**config.mk**
```make
export PLATFORM = sky130hd
export DESIGN_NAME = axis_reframer
export DESIGN_NICKNAME = d
export VERILOG_FILES = /design/src/rtl/gmrr_pkg.sv /design/src/rtl/axis_skid2.sv /design/src/rtl/axis_reframer.sv
export SDC_FILE = /design/constraint.sdc
export NUM_CORES = 1
export LEC_CHECK = 0
export CORE_MARGIN = 4
export CORE_UTILIZATION = 51
export CTS_CLUSTER_SIZE = 40
export DETAILED_ROUTE_END_ITERATION = 10
export PLACE_DENSITY = 0.76
export SLEW_MARGIN = 20
export SYNTH_ARGS = -nofsm -noshare
export SYNTH_HDL_FRONTEND = slang
export SYNTH_SLANG_ARGS = --single-unit
```
**constraint.sdc**
```tcl
create_clock -name clk -period 2.5 [get_ports clk]
set_clock_uncertainty 0.05 [all_clocks]
set_input_delay 0.75 -clock clk [delete_from_list [all_inputs] [get_ports clk]]
set_output_delay 0.75 -clock clk [all_outputs]
set_load 0.005 [all_outputs]
```
**src/rtl/gmrr_pkg.sv**
```systemverilog
// ============================================================================
// gmrr_pkg : shared types for the axis_reframer framing logic
// Rev 1.0  : initial release
// ============================================================================
`default_nettype none

package gmrr_pkg;

  // Framing FSM: S_START while the sample counter is zero, S_MID inside a packet
  typedef enum logic [0:0] {
    S_START = 1'b0,
    S_MID   = 1'b1
  } state_t;

  localparam int DEFAULT_SPP = 4;

endpackage

`default_nettype wire

```
**src/rtl/axis_skid2.sv**
```systemverilog
// ============================================================================
// axis_skid2 : 2-entry skid buffer, registered output and registered ready
// Rev 1.0    : initial release
// ============================================================================
`default_nettype none

module axis_skid2 #(
  parameter int W = 17
) (
  input  logic         clk,
  input  logic         reset,
  input  logic         clear,
  input  logic [W-1:0] s_data,
  input  logic         s_valid,
  output logic         s_ready,
  output logic [W-1:0] m_data,
  output logic         m_valid,
  input  logic         m_ready
);

  logic [W-1:0] out_data;
  logic [W-1:0] skid_data;
  logic         out_valid;
  logic         skid_valid;
  logic         in_ready;
  logic         s_accept;
  logic         out_free;

  assign s_accept = s_valid & in_ready;
  assign out_free = ~out_valid | m_ready;

  // The skid entry only fills when the output register is stalled, so ready
  // drops exactly when both entries hold data.
  always_ff @(posedge clk) begin
    if (reset || clear) begin
      out_data   <= '0;
      skid_data  <= '0;
      out_valid  <= 1'b0;
      skid_valid <= 1'b0;
      in_ready   <= 1'b1;
    end else if (out_free) begin
      if (skid_valid) begin
        out_data   <= skid_data;
        out_valid  <= 1'b1;
        skid_valid <= 1'b0;
        in_ready   <= 1'b1;
      end else if (s_accept) begin
        out_data  <= s_data;
        out_valid <= 1'b1;
      end else begin
        out_valid <= 1'b0;
      end
    end else if (s_accept) begin
      skid_data  <= s_data;
      skid_valid <= 1'b1;
      in_ready   <= 1'b0;
    end
  end

  assign s_ready = in_ready;
  assign m_data  = out_data;
  assign m_valid = out_valid;

endmodule

`default_nettype wire

```
**src/rtl/axis_reframer.sv**
```systemverilog
// ============================================================================
// axis_reframer : regenerates tlast every spp accepted samples.
//   Optional macro REFRAME_PASS_TLAST_EN also ends packets on input tlast.
// Rev 1.0       : initial release
// ============================================================================
`default_nettype none

module axis_reframer
  import gmrr_pkg::*;
#(
  parameter int WIDTH    = 16,
  parameter int SPP_LOG2 = 10,
  parameter int CNT_W    = 16
) (
  input  logic                clk,
  input  logic                reset,
  input  logic                clear,
  input  logic [SPP_LOG2-1:0] spp,
  input  logic [WIDTH-1:0]    i_tdata,
  input  logic                i_tlast,
  input  logic                i_tvalid,
  output logic                i_tready,
  output logic [WIDTH-1:0]    o_tdata,
  output logic                o_tlast,
  output logic                o_tvalid,
  input  logic                o_tready,
  output logic [CNT_W-1:0]    pkt_count
);

  state_t              state, state_n;
  logic [SPP_LOG2-1:0] count, count_n;
  logic [SPP_LOG2-1:0] spp_l, spp_l_n;
  logic [SPP_LOG2:0]   count_inc;
  logic                accept;
  logic                tag;
  logic [WIDTH:0]      out_word;

  assign accept    = i_tvalid & i_tready;
  assign count_inc = {1'b0, count} + (SPP_LOG2 + 1)'(1);

`ifndef REFRAME_PASS_TLAST_EN
  logic unused_tlast;
  assign unused_tlast = i_tlast;
`endif

  always_ff @(posedge clk) begin
    if (reset || clear) begin
      state <= S_START;
      count <= '0;
      spp_l <= SPP_LOG2'(1);
    end else begin
      state <= state_n;
      count <= count_n;
      spp_l <= spp_l_n;
    end
  end

  always_comb begin
    state_n = state;
    count_n = count;
    spp_l_n = spp_l;
    tag     = 1'b0;
    case (state)
      S_START: begin
        if (accept) begin
          spp_l_n = (spp == '0) ? SPP_LOG2'(1) : spp;
          if (spp_l_n == SPP_LOG2'(1)) begin
            tag = 1'b1;
          end else begin
            count_n = SPP_LOG2'(1);
            state_n = S_MID;
          end
        end
      end
      S_MID: begin
        if (accept) begin
          if (count_inc == {1'b0, spp_l}) begin
            tag     = 1'b1;
            count_n = '0;
            state_n = S_START;
          end else begin
            count_n = count_inc[SPP_LOG2-1:0];
          end
        end
      end
      default: begin
        count_n = '0;
        state_n = S_START;
      end
    endcase
`ifdef REFRAME_PASS_TLAST_EN
    // Upstream tlast closes the packet early; the spp boundary still applies
    if (accept && i_tlast) begin
      tag     = 1'b1;
      count_n = '0;
      state_n = S_START;
    end
`endif
  end

  axis_skid2 #(
    .W(WIDTH + 1)
  ) u_skid (
    .clk    (clk),
    .reset  (reset),
    .clear  (clear),
    .s_data ({tag, i_tdata}),
    .s_valid(i_tvalid),
    .s_ready(i_tready),
    .m_data (out_word),
    .m_valid(o_tvalid),
    .m_ready(o_tready)
  );

  assign o_tdata = out_word[WIDTH-1:0];
  assign o_tlast = out_word[WIDTH];

  // Packets are counted as they leave, not when tagged
  always_ff @(posedge clk) begin
    if (reset || clear) begin
      pkt_count <= '0;
    end else if (o_tvalid && o_tready && o_tlast) begin
      pkt_count <= pkt_count + CNT_W'(1);
    end
  end

endmodule

`default_nettype wire

```
Word-level counts from Yosys, hierarchy flattened
Index checks and enable logic that the tools add are counted.

storage, ports and cells
  logic and storage cells = 55
  output and inout port bits = 35
  register bits = 74

cells by class
  mux-type cells = 21
  reductions and logical operators = 12
  $add $sub $neg = 2
  equality and inequality tests = 6
  bitwise gates (word level) = 5

operators with widths
  kind                     number
  $mux W10                 5
  $mux W17                 2
  $pmux W10 S2             1
  $add A16 B1 Y16 const B  1
  $add A10 B1 Y11 const B  1
  $eq A11 B10 Y1           1
  $mux W1                  11
  $eq A10 B1 Y1 const B    1
  $logic_not A10 Y1        1
  $reduce_and A2 Y1        4
  $ne A2 B1 Y1 const B     2
  $ne A2 B2 Y1 const B     2
  $pmux W1 S2              2
  $reduce_bool A2 Y1       2
  $not A1 Y1               3
  $reduce_and A3 Y1        1
  $logic_and A1 B1 Y1      2
  $reduce_or A2 Y1         1
  $and A1 B1 Y1            1
  $logic_or A1 B1 Y1       1
  $or A1 B1 Y1             1

Logic depth before layout (Yosys ltp)
  word-level depth = 7
  gate-level depth with buffers = 9

Hierarchy
From an unflattened synthesis, not the netlist that was laid out.

unflattened totals
  cells, all modules = 396
  area, all modules = 3606.0 um^2

by module, submodules not included
  module         seq. area each (um^2)  cells an instance  times used  area each (um^2)
  axis_reframer  740.7                  229                1           2049.5
  axis_skid2     740.7                  167                1           1556.5

Worst setup path after synthesis
No wires, ideal clock.

  kind = input to register
  start point = input spp[6]
  end point = register count[4]
  stages = 7
  buffers on the path = 0
  setup slack = 0.324 ns
  arrival = 2.052 ns
  data required time = 2.376 ns
  setup time = 0.074 ns
  cell sequence = nor4_1 > nand2_1 > nor4_1 > and2_1 > o21ai_1 > a21boi_0 > o21ai_0

between the ends
  cells in the longest elaborated chain, start to end = 5

ends and longest elaborated chain
  item                                    line                 source
  from (decl)                             axis_reframer.sv:18  input logic [SPP_LOG2-1:0] spp,
  $logic_not A10 Y1                       axis_reframer.sv:66  spp_l_n = (spp == '0) ? SPP_LOG2'(1) : spp;
  $mux W10 (*)                            axis_reframer.sv:66
  $eq A10 B1 Y1 (*)                       axis_reframer.sv:67  if (spp_l_n == SPP_LOG2'(1)) begin
  $ne A2 B2 Y1 (no source line) (*)       n/a
  $reduce_and A3 Y1 (no source line) (*)  n/a
  to (signal assigned)                    axis_reframer.sv:53  count <= count_n;
  to (decl)                               axis_reframer.sv:31  logic [SPP_LOG2-1:0] count, count_n;

Every way passes the cells marked *; elsewhere a longest branch is shown, timed or not.
A chain may end at the register's enable or synchronous reset.

Worst setup path after layout
  start point = register count[0]
  end point = register count[5]

between the ends
  cells in the longest elaborated chain, start to end = 5

ends and longest elaborated chain
  item                 line                 source
  $add A10 B1 Y11 (*)  axis_reframer.sv:39  assign count_inc = {1'b0, count} + (SPP_LOG2 + 1)'(1);
  $eq A11 B10 Y1       axis_reframer.sv:77  if (count_inc == {1'b0, spp_l}) begin
  $mux W10 (*)         axis_reframer.sv:77
  $mux W10 (*)         axis_reframer.sv:76  if (accept) begin
  $pmux W10 S2 (*)     axis_reframer.sv:63  case (state)

Every way passes the cells marked *; elsewhere a longest branch is shown, timed or not. The select of a mux whose other input is x is not followed.

==> impl_summary.md <==
STA
The final period demand of the worst path is 2260 ps. Setup repair after global routing left no endpoint under its margin. The highest clock frequency the design can meet is 442 MHz.

Measured against its own limit, the worst slew margin works out to 0.747. The least setup slack across all paths after layout is 236 ps. The final setup TNS is 0 ps. The final count of pins violating max slew is 0. The post-route clock period utilization is 0.906. The final-report hold violation count is 0. The count of endpoints failing setup in the final report is 0. The minimum hold slack is 409 ps. The slew at the pin closest to its max-slew limit is 379 ps.

Yosys
Of the post-synthesis cell area, the dominant cell type holds 0.449. Ranked by instance count, the synthesized netlist is headed by 74 x sky130_fd_sc_hd__dfxtp_1, 69 x sky130_fd_sc_hd__nand2_1, 46 x sky130_fd_sc_hd__nor2_1, 38 x sky130_fd_sc_hd__a21oi_1, 19 x sky130_fd_sc_hd__xor2_1. Of the total synthesized cell area, the portion taken by XOR and XNOR cells is 0.0690. In the post-synthesis netlist, the biggest area contributors are sky130_fd_sc_hd__dfxtp_1 45%, sky130_fd_sc_hd__nand2_1 7.8%, sky130_fd_sc_hd__a21oi_1 5.8%, sky130_fd_sc_hd__nor2_1 5.2%, sky130_fd_sc_hd__mux2i_1 5.2%. The most common flop cell mapped by yosys is sky130_fd_sc_hd__dfxtp_1. The number of flops mapped to enable cells by yosys is 0.

The number of different library cells used by synthesis comes to 45. The sequential share of the synthesized area is 0.449. In this run the cell area of the synthesized design comes to 0.00330 sq mm. The post-synthesis compound-gate area fraction was 0.159. The synthesis-stage register bit count is 74. The largest area contributor in the synthesized netlist is sky130_fd_sc_hd__dfxtp_1.

The cell with the most instances after synthesis is sky130_fd_sc_hd__dfxtp_1. The multiplexer fraction of the synthesized cell area is 0.0516. The adder-cell area share of the yosys netlist is 0.00758. When the netlist entered floorplanning its net count stood at 430. Of the total synthesized cell area, the portion taken by AND, OR, NAND and NOR gates is 0.231. By area, the combinational part of the netlist is dominated by simple AND/OR/NAND/NOR gates.

Yosys printed 0 warnings. In this run the mean area of a mapped cell was 8.33 sq um. The synthesized instance count is 396. After synthesis, the share of flip-flops with an asynchronous set or reset is 0.

Placed design
The cell total after placement is 536. The number of port buffers is 65. The HPWL after detailed placement is 5630 um. The post-placement setup slack is -85.0 ps. The congestion estimate from routability-driven global placement came to 0.896.

Outcome
The run finished with clean final reports.

GRT
The global-route wire length before repair is 13100 um. Entering global routing, the biggest net connects 33 pins. The initial antenna violation count is 0. The global-route met2 utilization is 0.345. The global route total overflow is 0.

For this run, the total global-route usage over all layers was measured as 0.215. The met1 capacity usage during global routing is 0.273. The global routing met3 resource utilization is 0.0512.

The most used routing layer is met2. The via count of the first global-routing pass is 2838.

Critical path
The startpoint kind of the worst setup timing path is a flip-flop. The critical path data arrival time is 2480 ps. Data on the critical path is required at its endpoint by 2720 ps. Of all nets on the critical path, the largest fanout is 13. The type of destination of the critical path is a flip-flop. The setup path with the least slack is of type flip-flop to flip-flop.

Floorplan
The height of the die is 88.4 um. The die span in x is 88.4 um. The die covers 0.00782 sq mm. After floorplanning, the core was sized to cover 0.00631 sq mm. During I/O placement, the number of pins put on the boundary was 67. The number of standard-cell rows in the floorplan is 29. For this configuration, the core starts out at a cell density of 0.523.

Route
Across all layers, the routed design uses 3038 vias. The number of nets with antenna violations after routing is 0. The wire length reported by the detailed router is 7930 um. Dividing the detail-routed wire length by the instance count gives 14.4 um.

In the routed design, unresolved DRC markers number 0. The average via count per standard cell is 5.50. For this block, the initial DRC count from the detailed router was 134. The number of iterations in the first detailed-routing pass is 5.

Clocking
The root buffer selected by CTS is sky130_fd_sc_hd__clkbuf_8. The number of levels the H-tree was split into is 3. The maximum clock path buffer count is 2. The hold buffer count at cts is 0. In this run, post-CTS repair resized a total of 0 instances. The post-CTS setup-driven buffer insertion count is 0. For this design, the sink count on the clock tree is 74. TritonCTS built the clock tree. After clock tree synthesis, the clock-pin slew on the worst setup and hold paths is 70 ps. The later pin in the worst-skew pair is clocked with a latency of 350 ps. The number of buffers added by the clock tree synthesis step is 9.

Final layout
The register cell area after layout is 0.00148 sq mm. The share of final-layout standard cells stronger than drive strength 1 is 0.103. The final layout contains 504 nets.

The final non-filler cell total is 552. The synthesis-to-finish area growth is 32.1%. 0 antenna diodes ended up in the layout.

The filler cell count in the final layout is 517. In the final layout, the multi-input gates occupy 0.00172 sq mm.

Run
The tool flagged a number of max-cap violations equal to 0.

Hold path
In this run the worst hold path is classified as flip-flop to flip-flop.

Power and ir drop
In this run the power density over the cells is 568 mW/mm^2. The leakage power is 1.55 nW. The maximum vdd drop is 0.379 mV. The completed layout was analyzed and its total power is 0.00248 W.
registers in the layout, indices dropped and copies added, names as in the netlist, 10 cells and up:
name and cells:
spp_l 10, pkt_count 16, u_skid.m_data 17, u_skid.skid_data 17, count 10
final timing paths:
kind | start | endpoint | slack [ps] | cells past startpoint
worst max-delay path | count[0]$_SDFFE_PP0P_ | count[5]$_SDFFE_PP0P_ | 240 | 10
worst min-delay path | u_skid.skid_data[13]$_SDFFE_PP0P_ | u_skid.skid_data[13]$_SDFFE_PP0P_ | 410 | 2
worst max register to register | count[0]$_SDFFE_PP0P_ | count[5]$_SDFFE_PP0P_ | 240 | 10
worst min register to register | u_skid.skid_data[13]$_SDFFE_PP0P_ | u_skid.skid_data[13]$_SDFFE_PP0P_ | 410 | 2
logic make-up after synthesis:
family	count (synthesis)
simple gates	164
compound gates	87
flops	74
xor+xnor	26
buf+inv	26
mux	17
fa+ha+maj	2
final cells by class:
class	count	share of cell area
inverters	3	0.00258
repair buffers	86	0.189
clock inverters	5	0.0178
clock buffers	11	0.0324
multi-input cells	296	0.395
well taps	77	0.0221
flip-flops and latches	74	0.341
stage by stage:
stage / utilization / instance area, sq um
after floorplan: - / 3300
final: 0.690 / 4360
after global routing: 0.690 / 4360
after detailed placement: 0.653 / 4120
after CTS: 0.687 / 4340
after global placement: 0.653 / 4120
per-layer routing:
| metal | vias to the layer above | wire (um) |
|---|---|---|
| li1 | 1528 | - |
| met4 | 0 | 158 |
| met5 | - | 0 |
| met2 | 64 | 3890 |
| met3 | 13 | 431 |
| met1 | 1433 | 3460 |
where the power goes:
group          switching [W]  leakage (nW)  internal, W
Combinational       0.000114         0.842     0.000122
Clock               0.000437         0.109     0.000586
Sequential         0.0000166         0.601      0.00120
critical path, cell delays in order, from the launching register on:
cell                       delay (ps)
sky130_fd_sc_hd__dfxtp_1          370
sky130_fd_sc_hd__ha_2             240
sky130_fd_sc_hd__and2_1           210
sky130_fd_sc_hd__a211o_1          320
sky130_fd_sc_hd__a21oi_2          160
sky130_fd_sc_hd__nor4_2            60
sky130_fd_sc_hd__buf_4            150
sky130_fd_sc_hd__a211oi_2         190
sky130_fd_sc_hd__buf_6            180
sky130_fd_sc_hd__o21ai_0          100
sky130_fd_sc_hd__a31oi_1          160
cell usage in the layout, fill, tap and decap left out, types with 2 or more instances in the layout:
master / synthesis / routed
sky130_fd_sc_hd__a211oi_1: 16 / 16
sky130_fd_sc_hd__a21oi_1: 38 / 37
sky130_fd_sc_hd__a31oi_1: 8 / 8
sky130_fd_sc_hd__and2_1: 3 / 3
sky130_fd_sc_hd__and3_1: 6 / 6
sky130_fd_sc_hd__and4_1: 3 / 3
sky130_fd_sc_hd__buf_4: 0 / 19
sky130_fd_sc_hd__bufinv_16: 0 / 2
sky130_fd_sc_hd__clkbuf_8: 0 / 10
sky130_fd_sc_hd__clkdlybuf4s50_1: 0 / 65
sky130_fd_sc_hd__clkinv_2: 0 / 2
sky130_fd_sc_hd__dfxtp_1: 74 / 72
sky130_fd_sc_hd__dfxtp_2: 0 / 2
sky130_fd_sc_hd__inv_1: 3 / 3
sky130_fd_sc_hd__mux2i_1: 17 / 17
sky130_fd_sc_hd__nand2_1: 69 / 69
sky130_fd_sc_hd__nand2b_1: 2 / 2
sky130_fd_sc_hd__nand3_1: 8 / 8
sky130_fd_sc_hd__nand3b_1: 2 / 2
sky130_fd_sc_hd__nand4_1: 8 / 8
sky130_fd_sc_hd__nor2_1: 46 / 45
sky130_fd_sc_hd__nor3_1: 4 / 4
sky130_fd_sc_hd__nor4_1: 4 / 3
sky130_fd_sc_hd__nor4_2: 1 / 2
sky130_fd_sc_hd__o21ai_0: 11 / 11
sky130_fd_sc_hd__o21ai_1: 5 / 5
sky130_fd_sc_hd__xnor2_1: 7 / 7
sky130_fd_sc_hd__xor2_1: 19 / 19
Power figures use the tool's default switching activity.
